## config.mk

```make
export PLATFORM = sky130hd
export DESIGN_NAME = tx_port_flat
export DESIGN_NICKNAME = d
export VERILOG_FILES = /design/src/rtl/tx_port_pkg.sv /design/src/rtl/tx_port_if.sv /design/src/rtl/tx_port_sync.sv /design/src/rtl/tx_port.sv /design/src/flat_wrapper.sv
export SDC_FILE = /design/constraint.sdc
export NUM_CORES = 1
export LEC_CHECK = 0
export ABC_AREA = 1
export BUFFER_PORTS_ARGS = -buffer_cell sky130_fd_sc_hd__buf_4
export CORE_AREA = 4 4 46 48
export DETAILED_ROUTE_END_ITERATION = 6
export DIE_AREA = 0 0 50 52
export GPL_TIMING_DRIVEN = 0
export PLACE_DENSITY_LB_ADDON = 0.12
export SLEW_MARGIN = 10
export SYNTH_ARGS = -nofsm -noshare
export SYNTH_HDL_FRONTEND = slang
export SYNTH_SLANG_ARGS = --single-unit
```

## constraint.sdc

```tcl
create_clock -name clk -period 2.6 [get_ports clk]
set_input_delay 0.26 -clock clk [delete_from_list [all_inputs] [get_ports clk]]
set_output_delay 0.26 -clock clk [all_outputs]
set_load 0.01 [all_outputs]
```

## src/rtl/tx_port_pkg.sv

```systemverilog
// Shared definitions for the flit channel ports: FSM encodings and head-flag helper.
// The receive side imports the same package so both ends agree on encodings.
package tx_port_pkg;

   localparam logic [2:0] ST_IDLE     = 3'd0;
   localparam logic [2:0] ST_FETCH    = 3'd1;
   localparam logic [2:0] ST_OFFER    = 3'd2;
   localparam logic [2:0] ST_WAIT_ACK = 3'd3;
   localparam logic [2:0] ST_DONE     = 3'd4;

   typedef enum logic [2:0] {
      IDLE     = ST_IDLE,
      FETCH    = ST_FETCH,
      OFFER    = ST_OFFER,
      WAIT_ACK = ST_WAIT_ACK,
      DONE     = ST_DONE
   } tx_state_t;

   // The head flag always sits in the MSB of a flit, whatever the flit width.
   function automatic int head_flag_idx(input int size);
      return size - 1;
   endfunction

endpackage

```

## src/rtl/tx_port_if.sv

```systemverilog
// Bundle of packet-buffer and flit-channel signals seen by a transmit port.
interface tx_port_if #(
   parameter int SIZE      = 8,
   parameter int BUFF_BITS = 3
);
   logic                 pkt_req;
   logic [BUFF_BITS-1:0] buf_addr;
   logic [SIZE-1:0]      buf_data;
   logic                 pkt_done;
   logic                 hdr_err;
   logic                 ch_req;
   logic [SIZE-1:0]      ch_flit;
   logic                 ch_ack;

   modport master (
      input  pkt_req, buf_data, ch_ack,
      output buf_addr, pkt_done, hdr_err, ch_req, ch_flit
   );

   modport slave (
      output pkt_req, buf_data, ch_ack,
      input  buf_addr, pkt_done, hdr_err, ch_req, ch_flit
   );
endinterface

```

## src/rtl/tx_port_sync.sv

```systemverilog
// Two-flop synchronizer with synchronous active-high reset for the incoming ack phase.
module tx_port_sync (
   input  logic clk,
   input  logic reset,
   input  logic d,
   output logic q
);
   logic meta;

   always_ff @(posedge clk) begin
      if (reset) begin
         meta <= 1'b0;
         q    <= 1'b0;
      end else begin
         meta <= d;
         q    <= meta;
      end
   end
endmodule

```

## src/rtl/tx_port.sv

```systemverilog
// Transmit port: streams a granted packet buffer, one flit at a time, onto a
// two-phase req/ack channel whose acknowledge is asynchronous to clk.
module tx_port
   import tx_port_pkg::*;
#(
   parameter int ID            = 0,
   parameter int SUBID         = 0,
   parameter     MOD_NAME      = "TX",
   parameter int SIZE          = 8,
   parameter int BUFF_BITS     = 3,
   parameter int VERBOSE_DEBUG = 1
) (
   input logic        clk,
   input logic        reset,
   tx_port_if.master  port
);
   localparam int                   FLITS     = 2 ** BUFF_BITS;
   localparam logic [BUFF_BITS-1:0] LAST_ADDR = BUFF_BITS'(FLITS - 1);
   localparam int                   HEAD_BIT  = head_flag_idx(SIZE);

   // Debug identity parameters travel with the instance; reject nonsense at elaboration.
   if (SIZE < 2 || BUFF_BITS < 1 || ID < 0 || SUBID < 0 || VERBOSE_DEBUG < 0 ||
       $bits(MOD_NAME) < 8) begin : g_bad_params
      $error("tx_port: illegal parameter combination");
   end

   tx_state_t state;
   logic      ack_sync;
   logic      ack_old;
   logic      ack_event;

   tx_port_sync synchronizer (
      .clk   (clk),
      .reset (reset),
      .d     (port.ch_ack),
      .q     (ack_sync)
   );

   assign ack_event = (ack_sync != ack_old);

   // Any ack phase change is absorbed into ack_old wherever it lands, but only
   // WAIT_ACK lets it move the packet forward.
   always_ff @(posedge clk) begin
      if (reset) begin
         state         <= IDLE;
         port.ch_req   <= 1'b0;
         port.ch_flit  <= '0;
         port.buf_addr <= '0;
         port.pkt_done <= 1'b0;
         port.hdr_err  <= 1'b0;
         ack_old       <= 1'b0;
      end else begin
         port.pkt_done <= 1'b0;
         port.hdr_err  <= 1'b0;
         if (ack_event) ack_old <= ack_sync;

         case (state)
            IDLE: begin
               if (port.pkt_req) begin
                  port.buf_addr <= '0;
                  state         <= FETCH;
               end
            end
            FETCH: begin
               port.ch_flit <= port.buf_data;
               if (port.buf_addr == '0 && !port.buf_data[HEAD_BIT]) port.hdr_err <= 1'b1;
               state <= OFFER;
            end
            OFFER: begin
               port.ch_req <= ~port.ch_req;
               state       <= WAIT_ACK;
            end
            WAIT_ACK: begin
               if (ack_event) begin
                  if (port.buf_addr == LAST_ADDR) begin
                     port.pkt_done <= 1'b1;
                     state         <= DONE;
                  end else begin
                     port.buf_addr <= port.buf_addr + 1'b1;
                     state         <= FETCH;
                  end
               end
            end
            DONE: begin
               port.buf_addr <= '0;
               state         <= IDLE;
            end
            default: state <= IDLE;
         endcase
      end
   end
endmodule

```

## src/flat_wrapper.sv

```systemverilog
// flat-port wrapper written by rule: the top's interface ports become plain ports
module tx_port_flat import tx_port_pkg::*;
#(
   parameter int ID            = 0,
   parameter int SUBID         = 0,
   parameter     MOD_NAME      = "  ",
   parameter int SIZE          = 8,
   parameter int BUFF_BITS     = 3,
   parameter int VERBOSE_DEBUG = 1
)
  (clk, reset, port_pkt_req, port_buf_data, port_ch_ack, port_buf_addr, port_pkt_done, port_hdr_err, port_ch_req, port_ch_flit);
  tx_port_if #(.SIZE(SIZE), .BUFF_BITS(BUFF_BITS)) port_i ();
  input logic clk;
  input logic reset;
  input wire logic [$bits(port_i.pkt_req)-1:0] port_pkt_req;
  input wire logic [$bits(port_i.buf_data)-1:0] port_buf_data;
  input wire logic [$bits(port_i.ch_ack)-1:0] port_ch_ack;
  output wire logic [$bits(port_i.buf_addr)-1:0] port_buf_addr;
  output wire logic [$bits(port_i.pkt_done)-1:0] port_pkt_done;
  output wire logic [$bits(port_i.hdr_err)-1:0] port_hdr_err;
  output wire logic [$bits(port_i.ch_req)-1:0] port_ch_req;
  output wire logic [$bits(port_i.ch_flit)-1:0] port_ch_flit;
  assign port_i.pkt_req = port_pkt_req;
  assign port_i.buf_data = port_buf_data;
  assign port_i.ch_ack = port_ch_ack;
  assign port_buf_addr = port_i.buf_addr;
  assign port_pkt_done = port_i.pkt_done;
  assign port_hdr_err = port_i.hdr_err;
  assign port_ch_req = port_i.ch_req;
  assign port_ch_flit = port_i.ch_flit;
  tx_port #(.ID(ID), .SUBID(SUBID), .MOD_NAME(MOD_NAME), .SIZE(SIZE), .BUFF_BITS(BUFF_BITS), .VERBOSE_DEBUG(VERBOSE_DEBUG)) u_core (.clk(clk), .reset(reset), .port(port_i));
endmodule
```

==> results of run 1 <==
[state kept, by name, indices dropped and copies added, names as in the netlist]
signal	count
u_core.port.ch_req	1
u_core.port.buf_addr	3
u_core.port.hdr_err	1
u_core.port.pkt_done	1
u_core.state	3
u_core.synchronizer.meta	1
u_core.port.ch_flit	8
u_core.ack_old	1
u_core.synchronizer.q	1
[metal layers]
metal	part of all wire	track usage	up-vias
met4	0	0.05530	0
met5	0	0	-
met2	0.48	0.2391	15
met1	0.47	0.1593	318
met3	0.049	0.04011	0
li1	-	-	395
[power by group through the flow]
stage,sequential [W],combinational (W),clock (W)
final,0.000368,0.000203,0.000140
after global routing,0.000372,0.000229,0.000163
after CTS,0.000368,0.000207,0.000146
after detailed placement,0.000375,0.000206,0
after global placement,0.000372,0.000202,0
after floorplan,0.000384,0.000117,0
[per-stage QoR]
| stage | hold slack, ns | worst slack (ns) | cells | total power (W) |
|---|---|---|---|---|
| global route | 0.1755 | 1.132 | 159 | 0.0007647 |
| finish | 0.1653 | 1.213 | 159 | 0.0007108 |
| detailed placement | 0.4033 | 1.244 | 156 | 0.0005810 |
| floorplan | 0.3670 | 1.332 | 107 | 0.0005013 |
| CTS | 0.1609 | 1.213 | 159 | 0.0007206 |
| global placement | 0.3944 | 1.266 | 156 | 0.0005742 |
[cells in the final DEF, fill, tap and decap left out, types with 2 or more instances in the layout]
cell type and instances:
buf_4 24, nor2_1 12, nand3_2 2, a21oi_1 9, nand4_1 2, nor4_1 2, dfxtp_1 20, nand2_2 4
nand3_1 3, inv_1 15, nand2_1 24, ha_1 3, clkbuf_4 3
[worst max-delay path, cell delays in order (launching register included)]
cell and delay [ns]:
dfxtp_1 0.36, ha_1 0.21, ha_1 0.20, inv_1 0.11
nand2_2 0.06, nand2_2 0.09, inv_2 0.04, nor2_2 0.13
nor2_1 0.05, nor2_1 0.09
[cell families (layout without fill, tap and decap cells)]
group	Yosys count	count (layout)
simple gates	54	54
flops	20	20
buf+inv	18	45
compound gates	12	12
fa+ha+maj	3	3
[final cells by class]
cell class | instances | area, sq um
Fill cell | 180 | 639.4
Sequential cell | 20 | 400.4
Multi-Input combinational cell | 69 | 366.6
Timing Repair Buffer | 24 | 180.2
Inverter | 16 | 60.06
Tap cell | 25 | 31.28
Clock buffer | 3 | 22.52
Buffer | 2 | 7.507
[worst max path at each step]
stage / endpoint / slack [ns] / depth (start not counted)
final: u_core.port.buf_addr[2] / 1.21 / 9
after global routing: u_core.port.buf_addr[2] / 1.13 / 9
after CTS: u_core.port.buf_addr[2] / 1.21 / 9
after detailed placement: u_core.port.buf_addr[2] / 1.24 / 9
after global placement: u_core.port.buf_addr[2] / 1.27 / 9
after floorplan: u_core.port.buf_addr[2] / 1.33 / 9
==> run_results.csv, run 1 <==
group,metric,value,unit
status,status,"completed",
yosys,synth-adder-area-share,0.04498,
yosys,syn_inst,107,
finish,area_growth,28.04,%
floorplan,die_area,2600,sq um
finish,drive_above_1_share,0.2836,
yosys,yosysUniqueCellTypes,22,
power,seqPwrFrac,0.517,
setup_path,critPathLaunchType,"register",
placement,portBuffers,24,
clock_tree,cts_buffers,3,
grt,grt_pass1_wl,2.718,mm
setup_path,cp-end-kind,"register",
sta,worst-slew-pin-transition,0.4275,ns
clock_tree,root_buffer,"clkbuf_4",
power,swShare,0.3160,
finish,fin_area,1069,sq um
sta,finalHoldViolCount,0,
sta,maxSlewViolCount,0,
finish,antenna_cells,0,
sta,relSlewSlack,0.7150,
yosys,synth.most_common_cell,"nand2_1",
yosys,synth_area_leaders,"dfxtp_1 48%, nand2_1 11%, inv_1 6.7%, a21oi_1 5.4%, nor2_1 5.4%",
power,p_sw,0.0002246,W
power,cell_internal_pwr,0.0004861,W
min_path,min_path_cells,3,
drt,dr.pass1.iters,4,
power,p_leak,0.5062,nW
placement,gp_congestion,0.8304,
yosys,syn_area,834.6,sq um
min_path,hold_path_class,"input pin to register",
grt,antenna_found_initial,0,
sta,fin_skew,0.004855,ns
power,p_clk_frac,0.197,
setup_path,rr_worst_depth,9,
clock_tree,cts_tree,"yes",
placement,dpl_cell_area,1046,sq um
yosys,synth_top_family_by_area,"simple AND/OR/NAND/NOR gates",
placement,hpwlAfterDp,1.270,mm
yosys,yosys.area_share.simple,0.3148,
power,p_comb_frac,0.286,
sta,rsz0062_at_grt,"no",
yosys,seq_area_frac_synth,0.4798,
sta,period_needed,1.387,ns
yosys,synth_compound_area_frac,0.07946,
grt,grt_pass1_vias,668,
clock_tree,clk_latency,0.29,ns
drt,post_drt_wl_per_cell,10.17,um
drt,wl,1.617,mm
job,maxCapViolations,0,
min_path,worstHoldEndpoint,"u_core.synchronizer.meta",
grt,grt.overflow.total,0,
yosys,ys_ff_latch,20,
drt,postRouteAntennaNets,0,
yosys,synthTopCellsByCount,"24 x nand2_1, 20 x dfxtp_1, 15 x inv_1",
drt,route.detailed.drc,0,
sta,setup_tns,0,ns
yosys,syn_nets,122,
clock_tree,cts.sinks,20,
floorplan,row_count,15,
setup_path,worst-endpoint-arrival,1.62,ns
yosys,synth_top_area_frac,0.4798,
finish,nNetsFinal,151,
setup_path,critical_path.startpoint,"u_core.port.buf_addr[0]",
setup_path,critical_path_class,"register to register",
floorplan,ioPinCount,26,
finish,fin_util,0.6256,
floorplan,fp.dieH,52,um
power,ir_worst_vdd,0.0004342,V
drt,via_count,728,
clock_tree,post_cts_resized,0,
yosys,synth_mux_area_frac,0,
sta,setup_viol,0,
setup_path,cp_max_fo,4,
setup_path,rrSetupSlack,1.21,ns
clock_tree,htree_levels,1,
clock_tree,clkTransAtPathRegs,0.11,ns
clock_tree,post_cts_buffers,0,
drt,first_iter_violations,4,
setup_path,cp_data_required_time,2.83,ns
sta,period_share,0.5336,
yosys,yosys_most_used_dff,"dfxtp_1",
yosys,synth_xor_xnor_area_share,0,
yosys,synth_area_per_cell,7.800,sq um
yosys,synth_edf_count,0,
floorplan,initial_core_util,0.4886,
power,p_per_area,665.2,nW/um^2
floorplan,dieWidth,50,um
yosys,yosysTopAreaCell,"dfxtp_1",
clock_tree,cts_hold_buf,0,
floorplan,coreArea,1708,sq um
grt,grt_usage,0.1384,
sta,max_freq,720.8,MHz
setup_path,r2r-end,"u_core.port.buf_addr[2]",
setup_path,r2r-start,"u_core.port.buf_addr[0]",
yosys,synth-async-reset-ratio,0,
grt,grt_start_max_net_pins,11,
clock_tree,clockBufferDepth,2,
drt,via_per_inst,4.579,
yosys,ys_warn_count,0,
min_path,min_from,"port_ch_ack",
No activity file was read; power rests on OpenSTA's default activity.
==> run 2, diff against run 1 <==
Settings changed: CORE_AREA 4 4 46 48 to 4 4 47 49, DIE_AREA 0 0 50 52 to 0 0 51 53.
Clock period 2.6 ns to 1.3 ns, I/O delays scaled along.
==> run_results.csv, run 2 (same netlist as run 1, synthesis figures left out) <==
group,metric,value,unit
grt,grt_usage,0.1547,
sta,fin_ws,0.1018,ns
placement,preCtsSetupSlack,-0.06455,ns
finish,largest_registers,"u_core.port.ch_flit (8), u_core.port.buf_addr (3), u_core.state (3)",
clock_tree,clk_latency,0.30,ns
setup_path,cp_max_fo,4,
drt,route.detailed.drc,0,
clock_tree,htree_levels,1,
sta,rsz0062_at_grt,"no",
grt,use_met3,0.03380,
grt,grt_start_max_net_pins,11,
min_path,hold_path_class,"input pin to register",
setup_path,max_stage_delay,0.36,ns
drt,first_iter_violations,4,
grt,use_met2,0.2682,
sta,period_needed,1.198,ns
power,ir_worst_vdd,0.0007803,V
job,maxCapViolations,0,
finish,final_common_cell,"buf_4",
clock_tree,clockBufferDepth,2,
sta,finalHoldViolCount,0,
clock_tree,cts_buffers,3,
grt,grt.overflow.total,0,
drt,dr.pass1.iters,3,
drt,via_count,751,
setup_path,critical_path.startpoint,"u_core.port.buf_addr[1]",
sta,setup_tns,0,ns
floorplan,row_count,16,
sta,max_freq,834.6,MHz
grt,top_usage_layer,"met2",
setup_path,worst-endpoint-arrival,1.44,ns
min_path,min_from,"port_ch_ack",
finish,final_cell_mix,"27 x buf_4, 24 x nand2_1, 16 x dfxtp_1, 13 x inv_1, 12 x nor2_1",
grt,antenna_found_initial,0,
clock_tree,clkTransAtPathRegs,0.11,ns
setup_path,rrSetupSlack,0.10,ns
power,p_per_area,1312,nW/um^2
setup_path,critical_path_class,"register to register",
floorplan,die_area,2703,sq um
power,p_leak,0.5230,nW
setup_path,crit_chain,"ha_4 > ha_4 > inv_2 > nand2_2 > nand2_4 > nand3_2 > nand2_1 > nand2_1 > nor2_1",
sta,setup_viol,0,
finish,area_growth,38.23,%
grt,grt_pass1_wl,3.098,mm
clock_tree,root_buffer,"clkbuf_4",
sta,maxSlewViolCount,0,
floorplan,ioPinCount,26,
sta,period_share,0.9217,
placement,portBuffers,24,
drt,wl,1.794,mm
drt,postRouteAntennaNets,0,
placement,gp_congestion,0.7943,
setup_path,cp_data_required_time,1.54,ns
drt,via_per_inst,4.579,
finish,top_register,"u_core.port.ch_flit",
setup_path,r2r-start,"u_core.port.buf_addr[1]",
setup_path,slowest_stage,"dfxtp_2",
sta,fin_skew,0.008482,ns
floorplan,fp.dieH,53,um
clock_tree,cts.sinks,20,
finish,drive_above_1_share,0.3650,
clock_tree,cts_tree,"yes",
finish,nNetsFinal,154,
sta,worst-slew-pin-transition,0.4315,ns
grt,met1_usage,0.1718,
setup_path,cp-end-kind,"register",
floorplan,coreArea,1862,sq um
power,power,0.001514,W
finish,largest_reg_flops,8,
status,status,"completed",
clock_tree,cts_hold_buf,0,
finish,antenna_cells,0,
placement,hpwlAfterDp,1.284,mm
grt,grt_pass1_vias,760,
floorplan,initial_core_util,0.4483,
sta,relSlewSlack,0.7123,
drt,post_drt_wl_per_cell,10.94,um
setup_path,critPathLaunchType,"register",
floorplan,dieWidth,51,um
-- run 2: worst paths after layout --
check / end / cells past startpoint
worst min-delay path: u_core.synchronizer.meta / 3
worst max register to register: u_core.port.buf_addr[0] / 9
worst max-delay path: u_core.port.buf_addr[0] / 9
worst min register to register: u_core.synchronizer.q / 2
-- run 2: metal layers --
| metal | up-vias | wire length (um) |
|---|---|---|
| li1 | 397 | - |
| met1 | 329 | 824 |
| met2 | 19 | 841 |
| met3 | 6 | 74 |
| met4 | 0 | 55 |
| met5 | - | 0 |
-- run 2: cell type report --
class | count | area [sq um]
Clock buffer | 3 | 22.52
Fill cell | 163 | 708.2
Sequential cell | 20 | 405.4
Tap cell | 27 | 33.78
Inverter | 16 | 60.06
Timing Repair Buffer | 27 | 202.7
Buffer | 2 | 7.507
Multi-Input combinational cell | 69 | 421.7
-- run 2: timing repair --
| item | CTS | global route |
|---|---|---|
| gates resized for setup | 5 | 10 |
| hold endpoints to repair | 0 | 0 |
| pin swaps | 1 | 5 |
| setup buffers | 2 | 1 |
| endpoints found under the setup margin | 3 | 11 |
-- run 2: worst max-delay path: cells and delay by family (launching register included) --
family                   cells  cell delay [ns]
adder cells (fa/ha/maj)      2             0.31
AND/OR/NAND/NOR              6             0.41
buffers and inverters        1             0.06
flip-flops                   1             0.36
-- run 2: per-stage QoR --
| stage | hold WS, ns | instances | cell area, sq um | util |
|---|---|---|---|---|
| floorplan | 0.2370 | 107 | 834.6 | - |
| global placement | 0.3325 | 158 | 1049 | 0.5632 |
| detailed placement | 0.3395 | 158 | 1049 | 0.5632 |
| CTS | 0.03135 | 163 | 1096 | 0.5887 |
| global route | 0.02810 | 164 | 1154 | 0.6196 |
| finish | 0.03750 | 164 | 1154 | 0.6196 |
-- run 2: power by group --
| group | internal (W) | leakage [nW] | switching [W] |
|---|---|---|---|
| clock | 0.000108 | 0.0138 | 0.000179 |
| combinational | 0.000219 | 0.344 | 0.000256 |
| sequential | 0.000687 | 0.165 | 0.0000645 |
